<file path="src/rtl/mem_bist_pkg.sv">
// Shared defaults and FSM state encoding for the memory BIST controller.
package mem_bist_pkg;

  localparam int DEF_ADDR_W = 10;
  localparam int DEF_WORD_W = 8;
  localparam int DEF_DEPTH  = 2**DEF_ADDR_W;

  typedef enum logic [1:0] {
    ST_IDLE  = 2'd0,
    ST_WRITE = 2'd1,
    ST_READ  = 2'd2,
    ST_DRAIN = 2'd3
  } bist_state_e;

endpackage

</file>
<file path="src/rtl/mem_bist_pattern.sv">
// Test pattern generator: (2*addr) mod 2**WORD_W, optionally bit-inverted.
module mem_bist_pattern
  import mem_bist_pkg::*;
#(
  parameter int ADDR_W = DEF_ADDR_W,
  parameter int WORD_W = DEF_WORD_W
) (
  input  logic [ADDR_W-1:0] addr,
  input  logic              pat_sel,
  output logic [WORD_W-1:0] expected
);

  logic [ADDR_W:0]   doubled;
  logic [WORD_W-1:0] base;

  assign doubled  = {addr, 1'b0};
  assign base     = WORD_W'(doubled);
  assign expected = pat_sel ? ~base : base;

endmodule

</file>
<file path="src/rtl/mem_bist_ctrl.sv">
// March-style write-then-read BIST controller for a synchronous single-port RAM.
// Optional first-mismatch log enabled by defining MEM_BIST_ERR_LOG_EN.
module mem_bist_ctrl
  import mem_bist_pkg::*;
#(
  parameter int ADDR_W = DEF_ADDR_W,
  parameter int WORD_W = DEF_WORD_W,
  parameter int DEPTH  = 2**ADDR_W
) (
  input  logic              clk,
  input  logic              rst,
  input  logic              start,
  input  logic              pat_sel,
  output logic [ADDR_W-1:0] ram_addr,
  output logic [WORD_W-1:0] ram_data_in,
  output logic              ram_wr,
  output logic              ram_cs,
  input  logic [WORD_W-1:0] ram_data_out,
  output logic              busy,
  output logic              done,
  output logic              pass,
`ifdef MEM_BIST_ERR_LOG_EN
  output logic [ADDR_W-1:0] first_err_addr,
  output logic [WORD_W-1:0] first_err_data,
  output logic              first_err_valid,
`endif
  output logic [ADDR_W:0]   err_count
);

  bist_state_e       state_q, state_d;
  logic [ADDR_W-1:0] addr_q;
  logic [ADDR_W-1:0] cmp_addr_q;
  logic              cmp_pending_q;
  logic              pat_q;
  logic [WORD_W-1:0] wr_word, cmp_word;
  logic              last_addr, accept, mismatch;
  logic [ADDR_W:0]   err_next;

  mem_bist_pattern #(.ADDR_W(ADDR_W), .WORD_W(WORD_W)) u_wr_pat (
    .addr     (addr_q),
    .pat_sel  (pat_q),
    .expected (wr_word)
  );

  mem_bist_pattern #(.ADDR_W(ADDR_W), .WORD_W(WORD_W)) u_cmp_pat (
    .addr     (cmp_addr_q),
    .pat_sel  (pat_q),
    .expected (cmp_word)
  );

  assign last_addr   = (addr_q == ADDR_W'(DEPTH - 1));
  // Read data arrives the cycle after the read issue, so compare against the delayed address.
  assign mismatch    = cmp_pending_q && (ram_data_out != cmp_word);
  assign err_next    = (mismatch && (err_count != '1)) ? err_count + (ADDR_W+1)'(1) : err_count;
  assign ram_addr    = addr_q;
  assign ram_data_in = ram_wr ? wr_word : '0;

  always_ff @(posedge clk or posedge rst) begin
    if (rst) state_q <= ST_IDLE;
    else     state_q <= state_d;
  end

  always_comb begin
    state_d = state_q;
    accept  = 1'b0;
    ram_cs  = 1'b0;
    ram_wr  = 1'b0;
    busy    = 1'b1;
    case (state_q)
      ST_IDLE: begin
        busy = 1'b0;
        if (start) begin
          accept  = 1'b1;
          state_d = ST_WRITE;
        end
      end
      ST_WRITE: begin
        ram_cs = 1'b1;
        ram_wr = 1'b1;
        if (last_addr) state_d = ST_READ;
      end
      ST_READ: begin
        ram_cs = 1'b1;
        if (last_addr) state_d = ST_DRAIN;
      end
      ST_DRAIN: state_d = ST_IDLE;
      default:  state_d = ST_IDLE;
    endcase
  end

  always_ff @(posedge clk or posedge rst) begin
    if (rst) begin
      addr_q        <= '0;
      cmp_addr_q    <= '0;
      cmp_pending_q <= 1'b0;
      pat_q         <= 1'b0;
      err_count     <= '0;
      done          <= 1'b0;
      pass          <= 1'b0;
    end else begin
      cmp_pending_q <= (state_q == ST_READ);
      cmp_addr_q    <= addr_q;
      err_count     <= accept ? '0 : err_next;
      case (state_q)
        ST_IDLE: begin
          if (accept) begin
            addr_q <= '0;
            pat_q  <= pat_sel;
            done   <= 1'b0;
            pass   <= 1'b0;
          end
        end
        ST_WRITE, ST_READ: addr_q <= last_addr ? '0 : addr_q + 1'b1;
        ST_DRAIN: begin
          addr_q <= '0;
          done   <= 1'b1;
          pass   <= (err_next == '0);
        end
        default: addr_q <= '0;
      endcase
    end
  end

`ifdef MEM_BIST_ERR_LOG_EN
  always_ff @(posedge clk or posedge rst) begin
    if (rst) begin
      first_err_addr  <= '0;
      first_err_data  <= '0;
      first_err_valid <= 1'b0;
    end else if (accept) begin
      first_err_addr  <= '0;
      first_err_data  <= '0;
      first_err_valid <= 1'b0;
    end else if (mismatch && !first_err_valid) begin
      first_err_addr  <= cmp_addr_q;
      first_err_data  <= ram_data_out;
      first_err_valid <= 1'b1;
    end
  end
`endif

endmodule

</file>
<file path="config.mk">
export PLATFORM = sky130hd
export DESIGN_NAME = mem_bist_ctrl
export DESIGN_NICKNAME = d
export VERILOG_FILES = /design/src/rtl/mem_bist_pkg.sv /design/src/rtl/mem_bist_pattern.sv /design/src/rtl/mem_bist_ctrl.sv
export SDC_FILE = /design/constraint.sdc
export NUM_CORES = 1
export LEC_CHECK = 0
export CAP_MARGIN = 25
export CORE_MARGIN = 2
export CORE_UTILIZATION = 50
export DETAILED_ROUTE_END_ITERATION = 16
export GPL_TIMING_DRIVEN = 0
export PLACE_DENSITY = 0.8
export SYNTH_ARGS = -nofsm -noshare
export SYNTH_HDL_FRONTEND = slang
export SYNTH_SLANG_ARGS = --single-unit
</file>
<file path="constraint.sdc">
create_clock -name clk -period 2.95 [get_ports clk]
set_clock_uncertainty 0.15 [all_clocks]
set_input_delay 0.59 -clock clk [delete_from_list [all_inputs] [get_ports clk]]
set_output_delay 0.59 -clock clk [all_outputs]
set_load 0.05 [all_outputs]
</file>
Word level (Yosys, flattened, before mapping)
Index checks and enable logic that the tools add are counted.
{"block": "totals", "elab_cells": 51, "ff_bits": 34, "in_bits": 12, "output_inout_bits": 34}
{"block": "classes", "reduce_logical": 9, "n_eq_ne": 10, "muxes": 20, "bitwise": 2, "addsub": 2}
{"op": "$pmux 10 s3", "count": 1}
{"op": "$mux 8", "count": 3}
{"op": "$mux 11", "count": 2}
{"op": "$mux 10", "count": 2}
{"op": "$not 8->8", "count": 2}
{"op": "$add 11x1->11 const B", "count": 1}
{"op": "$logic_not 11->1", "count": 1}
{"op": "$ne 11x11->1 const B", "count": 1}
{"op": "$add 10x1->10 const B", "count": 1}
{"op": "$eq 10x10->1 const B", "count": 1}
{"op": "$ne 2x2->1 const B", "count": 4}
{"op": "$ne 8x8->1", "count": 1}
{"op": "$pmux 2 s4", "count": 1}
{"op": "$mux 1", "count": 6}
{"op": "$mux 2", "count": 3}
{"op": "$eq 2x2->1 const B", "count": 2}
{"op": "$pmux 1 s2", "count": 2}
{"op": "$reduce_and 2->1", "count": 2}
{"op": "$reduce_and 3->1", "count": 1}
{"op": "$eq 2x1->1 const B", "count": 1}
{"op": "$logic_and 1x1->1", "count": 2}
{"op": "$logic_not 2->1", "count": 1}
{"op": "$reduce_bool 2->1", "count": 1}
{"op": "$reduce_or 2->1", "count": 1}

Depth between registers and ports, before layout
{"block": "logic_depth", "depth_word": 8, "mapped_depth": 10, "depth_no_buf": 8}

Hierarchy
Synthesis repeated with hierarchy kept, for this count alone.
{"block": "unflattened", "hier_cells": 211, "area_unflattened_um2": 2083.2}
{"module": "mem_bist_ctrl", "area_each_um2": 1923.1, "n_inst": 1, "cells_per_inst": 193, "seq_area_each_um2": 925.9}
{"module": "mem_bist_pattern", "area_each_um2": 80.1, "n_inst": 2, "cells_per_inst": 9, "seq_area_each_um2": 0.0}

Worst setup path before layout
OpenSTA, ideal clock, no wires.
{"block": "synth_timing", "path_kind": "register -> register", "from": "register err_count[0]", "to": "register pass", "setup_time_ns": 0.067, "required_time_ns": 2.733, "path_stages_with_launch": 9, "arrival_ns": 2.511, "synth_period_minus_slack_ns": 2.727, "n_path_buf": 0, "slack_ns": 0.223, "cell_sequence": "dfrtp_1 -> ha_1 -> nand3_1 -> nor2_1 -> and4_1 -> xor2_1 -> or4b_1 -> a222oi_1 -> a22o_1"}
{"block": "synth_via", "elab_chain_cells": 5, "word_cells_on_any_way": 6, "classes_between": "add/sub: 1; eq/ne: 1; mux: 2; reduce/logical: 2"}
{"item": "start, declared", "line": "mem_bist_ctrl.sv:27", "text": "output logic [ADDR_W:0] err_count"}
{"item": "start signal, assigned", "line": "mem_bist_ctrl.sv:103", "text": "err_count <= accept ? '0 : err_next;"}
{"item": "parallel branches: the longest is 2 deep, another holds $add 11x1->11"}
{"item": "$mux 11 (*)", "line": "mem_bist_ctrl.sv:54", "text": "assign err_next = (mismatch && (err_count != '1)) ? err_count + (ADDR_W+1)'(1) : err_count;"}
{"item": "$logic_not 11->1 (*)", "line": "mem_bist_ctrl.sv:117", "text": "pass <= (err_next == '0);"}
{"item": "$pmux 1 s2 (*)", "line": "mem_bist_ctrl.sv:104", "text": "case (state_q)"}
{"item": "end signal, assigned", "line": "mem_bist_ctrl.sv:117"}
{"item": "end, declared", "line": "mem_bist_ctrl.sv:21", "text": "output logic pass,"}
Every way passes the cells marked *.
A chain may end at the register's enable or synchronous reset.

Worst setup path after layout
{"block": "layout_timing", "from": "input port ram_data_out[3]", "to": "register pass"}
{"block": "layout_via", "elab_chain_cells": 6}
{"item": "start, declared", "line": "mem_bist_ctrl.sv:18", "text": "input logic [WORD_W-1:0] ram_data_out,"}
{"item": "$ne 8x8->1", "line": "mem_bist_ctrl.sv:53", "text": "assign mismatch = cmp_pending_q && (ram_data_out != cmp_word);"}
{"item": "$logic_and 1x1->1", "line": "mem_bist_ctrl.sv:53"}
{"item": "$logic_and 1x1->1", "line": "mem_bist_ctrl.sv:54"}
{"item": "$mux 11", "line": "mem_bist_ctrl.sv:54"}
{"item": "$logic_not 11->1", "line": "mem_bist_ctrl.sv:117"}
{"item": "$pmux 1 s2", "line": "mem_bist_ctrl.sv:104"}
No other way between the ends.

==> impl_metrics.toml <==
[clock_network]
cts-buffers-inserted = 5
cts.clk_slew.worst_paths_ns = 0.07
cts_resized = 0
clock_sinks = 34
cts_setup_buffers = 0
clk_tree_root_cell = "sky130_fd_sc_hd__clkbuf_8"
htree_num_levels = 2
insertion_delay_ns = 0.29
tritoncts = "yes"
post_cts_hold_buffer_count = 0
cts_max_path_buffers = 2

[die]
coreArea_sq_um = 3740
floorplan.die.height_um = 67.0
die_width_um = 67.0
start_util_pct = 53.0
placement_rows = 22
design.portCount = 46
die_ar_sq_um = 4490

[critical_path]
timing.critical_path.required_ns = 3.03
rr_startpoint = "err_count[0]"
timing.critical_path.arrival_ns = 2.94
critical_path.max_fanout = 10
critical_path.endpoint_type = "flip-flop"
timing.setup.critical_path_class = "input pin to flip-flop"
reg2reg_setup_slack_ns = 0.27
worstRegToRegCells = 8
reg2reg_capture_point = "pass"
start_kind = "input pin"

[timing]
post-route-period-util_pct = 96.8
fmax_achieved_ghz = 0.350
setup_violations = 0
hold-worst-slack_ns = 0.371
slew_headroom_pct = 65.2
fin_tns_setup_ns = 0
layout_min_cycle_time_ns = 2.85
report.final.hold_viol_count = 0
worstMarginPinSlew_ns = 0.518
timing_max_transition_violations_final = 0
unrepaired_setup_endpoints_after_global_routing = "no"

[yosys]
syn-instance-count = 220
synth_enable_flop_cells = 0
post_synth_mux_area_share_pct = 1.58
net_count_of_the_mapped_netlist = 239
post_synth_and_or_nand_nor_area_fraction_pct = 23.1
ys_ff_latch = 34
post_synth_num_cell_types = 39
yosys.area_share.xor_xnor_pct = 11.0
synthesis.area_sq_um = 1980
dominant_combinational_cell_family_by_area_after_synthesis = "simple AND/OR/NAND/NOR gates"
ys_async_sr_fraction_pct = 100
syn_avg_cell_area_sq_um = 9.01
ys.flop_type = "sky130_fd_sc_hd__dfrtp_1"
yosysWarnings = 0
synthAdderAreaFrac_pct = 4.42
synth_seq_area_share_pct = 42.9
synth_compound_gate_area_share_pct = 13.2

[placement]
placement.io_buffers = 45
gp_congestion = 0.843
dp_cells = 314
detailed_place_hpwl_mm = 3.31

[cells_and_area]
num-fill-cells = 320
layout_common_cells = "sky130_fd_sc_hd__clkdlybuf4s50_1, sky130_fd_sc_hd__dfrtp_1, sky130_fd_sc_hd__nor2_1"
area_delta_synth_final_pct = 33.6
final_layout_size_suffix_gt1_share_pct = 6.20
design.final.nets = 292
instances_no_fill = 322
layout_commonest_cell = "sky130_fd_sc_hd__clkdlybuf4s50_1"
antennaDiodeCount = 0

[power]
ir_drop_uv = 827
post-layout-total-power_uw = 2470
leakagePower_uw = 0.00125
power_density_nw_per_um2 = 931

[global_routing]
grt_remaining_overflow = 0
grt_first_pass_wirelength_mm = 7.62
pin_count_of_the_biggest_net_entering_global_routing = 25
grt_usage_pct = 22.6
initial_antenna_violation_count = 0
first_global_vias = 1668

[drt]
drt_drc_violations_left = 0
num_vias = 1778
via_per_inst = 5.52
detailedRoute.firstIterationViolations = 145
drtAntennaViolNets = 0
detail_route.wl_per_cell_um = 14.0
drt_wirelength_mm = 4.50
drt_pre_antenna_iters = 4

[min_path]
holdPathEnd = "cmp_addr_q[6]"
worstHoldPathCells = 0
hold_sp = "ram_addr[6]"
holdCritPathClass = "flip-flop to flip-flop"

[run_status]
run_status = "complete, no violations"

[job]
maxCapViolations = 0
## metal layers
layer	GRT usage, %	wire length [um]	vias up
met5	0	0	-
met4	7.65	58	0
met3	4.73	242	7
met1	30.9	2030	837
li1	-	-	882
met2	35.8	2160	52
## per-stage QoR
stage / utilization [%] / setup slack [ns] / instance area (sq um)
4_1_cts: 69.9 / 0.00464 / 2620
3_3_place_gp: 66.6 / -0.215 / 2490
2_1_floorplan: - / 0.223 / 1980
6_report: 70.8 / 0.0953 / 2650
3_5_place_dp: 67.3 / -0.246 / 2520
5_1_grt: 70.8 / 0.0154 / 2650
## cell families after synthesis
kind of cell | after synthesis
and+or+nand+nor | 90
AOI/OAI and AO/OA | 42
adders and majority gates | 7
muxes | 3
xor gates and xnor gates | 25
buffers and inverters | 19
DFF | 34
## synth_stat cells (2+ instances only)
cell	instances	area, sq um
sky130_fd_sc_hd__nand2_1	17	63.8
sky130_fd_sc_hd__mux2i_1	2	20.0
sky130_fd_sc_hd__nor2b_1	2	12.5
sky130_fd_sc_hd__or4b_1	2	20.0
sky130_fd_sc_hd__clkbuf_1	6	22.5
sky130_fd_sc_hd__a22o_1	2	17.5
sky130_fd_sc_hd__xnor2_1	11	96.3
sky130_fd_sc_hd__a21oi_1	10	50.1
sky130_fd_sc_hd__xor2_1	14	123
sky130_fd_sc_hd__buf_2	2	10.0
sky130_fd_sc_hd__o31ai_1	3	22.5
sky130_fd_sc_hd__ha_1	7	87.6
sky130_fd_sc_hd__o21ai_0	14	70.1
sky130_fd_sc_hd__nand3_1	11	55.1
sky130_fd_sc_hd__nor3_1	7	35.0
sky130_fd_sc_hd__or3_1	4	25.0
sky130_fd_sc_hd__dfrtp_1	34	851
sky130_fd_sc_hd__and3_1	3	18.8
sky130_fd_sc_hd__nand4_1	4	25.0
sky130_fd_sc_hd__inv_1	11	41.3
sky130_fd_sc_hd__and4_1	2	17.5
sky130_fd_sc_hd__a31oi_1	4	25.0
sky130_fd_sc_hd__and2_1	10	62.6
sky130_fd_sc_hd__nor2_1	23	86.3
## critical path, stage by stage
cell	delay [ns]
sky130_fd_sc_hd__clkdlybuf4s50_1	0.49
sky130_fd_sc_hd__xor2_1	0.18
sky130_fd_sc_hd__nor3_1	0.07
sky130_fd_sc_hd__a31oi_1	0.23
sky130_fd_sc_hd__o311ai_1	0.17
sky130_fd_sc_hd__buf_2	0.20
sky130_fd_sc_hd__or4b_1	0.48
sky130_fd_sc_hd__a222oi_1	0.34
sky130_fd_sc_hd__a22o_1	0.19
## layout make-up
type	instances	area (sq um)	area share (%)
timing repair buffer	46	498	18.8
inverter	11	41.3	1.56
multi-input combinational	167	1070	40.4
clock buffer	6	82.6	3.12
buffer	8	33.8	1.27
tap	48	60.1	2.27
clock inverter	2	12.5	0.472
sequential	34	851	32.1
## worst max-delay path by stage
stage	start	endpoint	cells after the start
final	ram_data_out[3]	pass	9
after global routing	ram_data_out[1]	pass	9
after CTS	state_q[1]	ram_data_in[7]	4
after detailed placement	ram_data_out[6]	err_count[7]	10
after global placement	ram_data_out[7]	pass	9
after floorplan	err_count[0]	pass	8
## power by group
| group | total [uW] | internal [uW] | switching (uW) |
|---|---|---|---|
| Sequential | 683 | 562 | 121 |
| Combinational | 1430 | 489 | 939 |
| Clock | 356 | 187 | 168 |
## sequential cells by signal, summed over array words and instances (netlist names)
signal and flops:
pat_q 1, ram_addr 10, state_q 2, done 1, pass 1, cmp_addr_q 7
cmp_pending_q 1, err_count 11
Note: power is estimated with default switching activity, not from simulation.
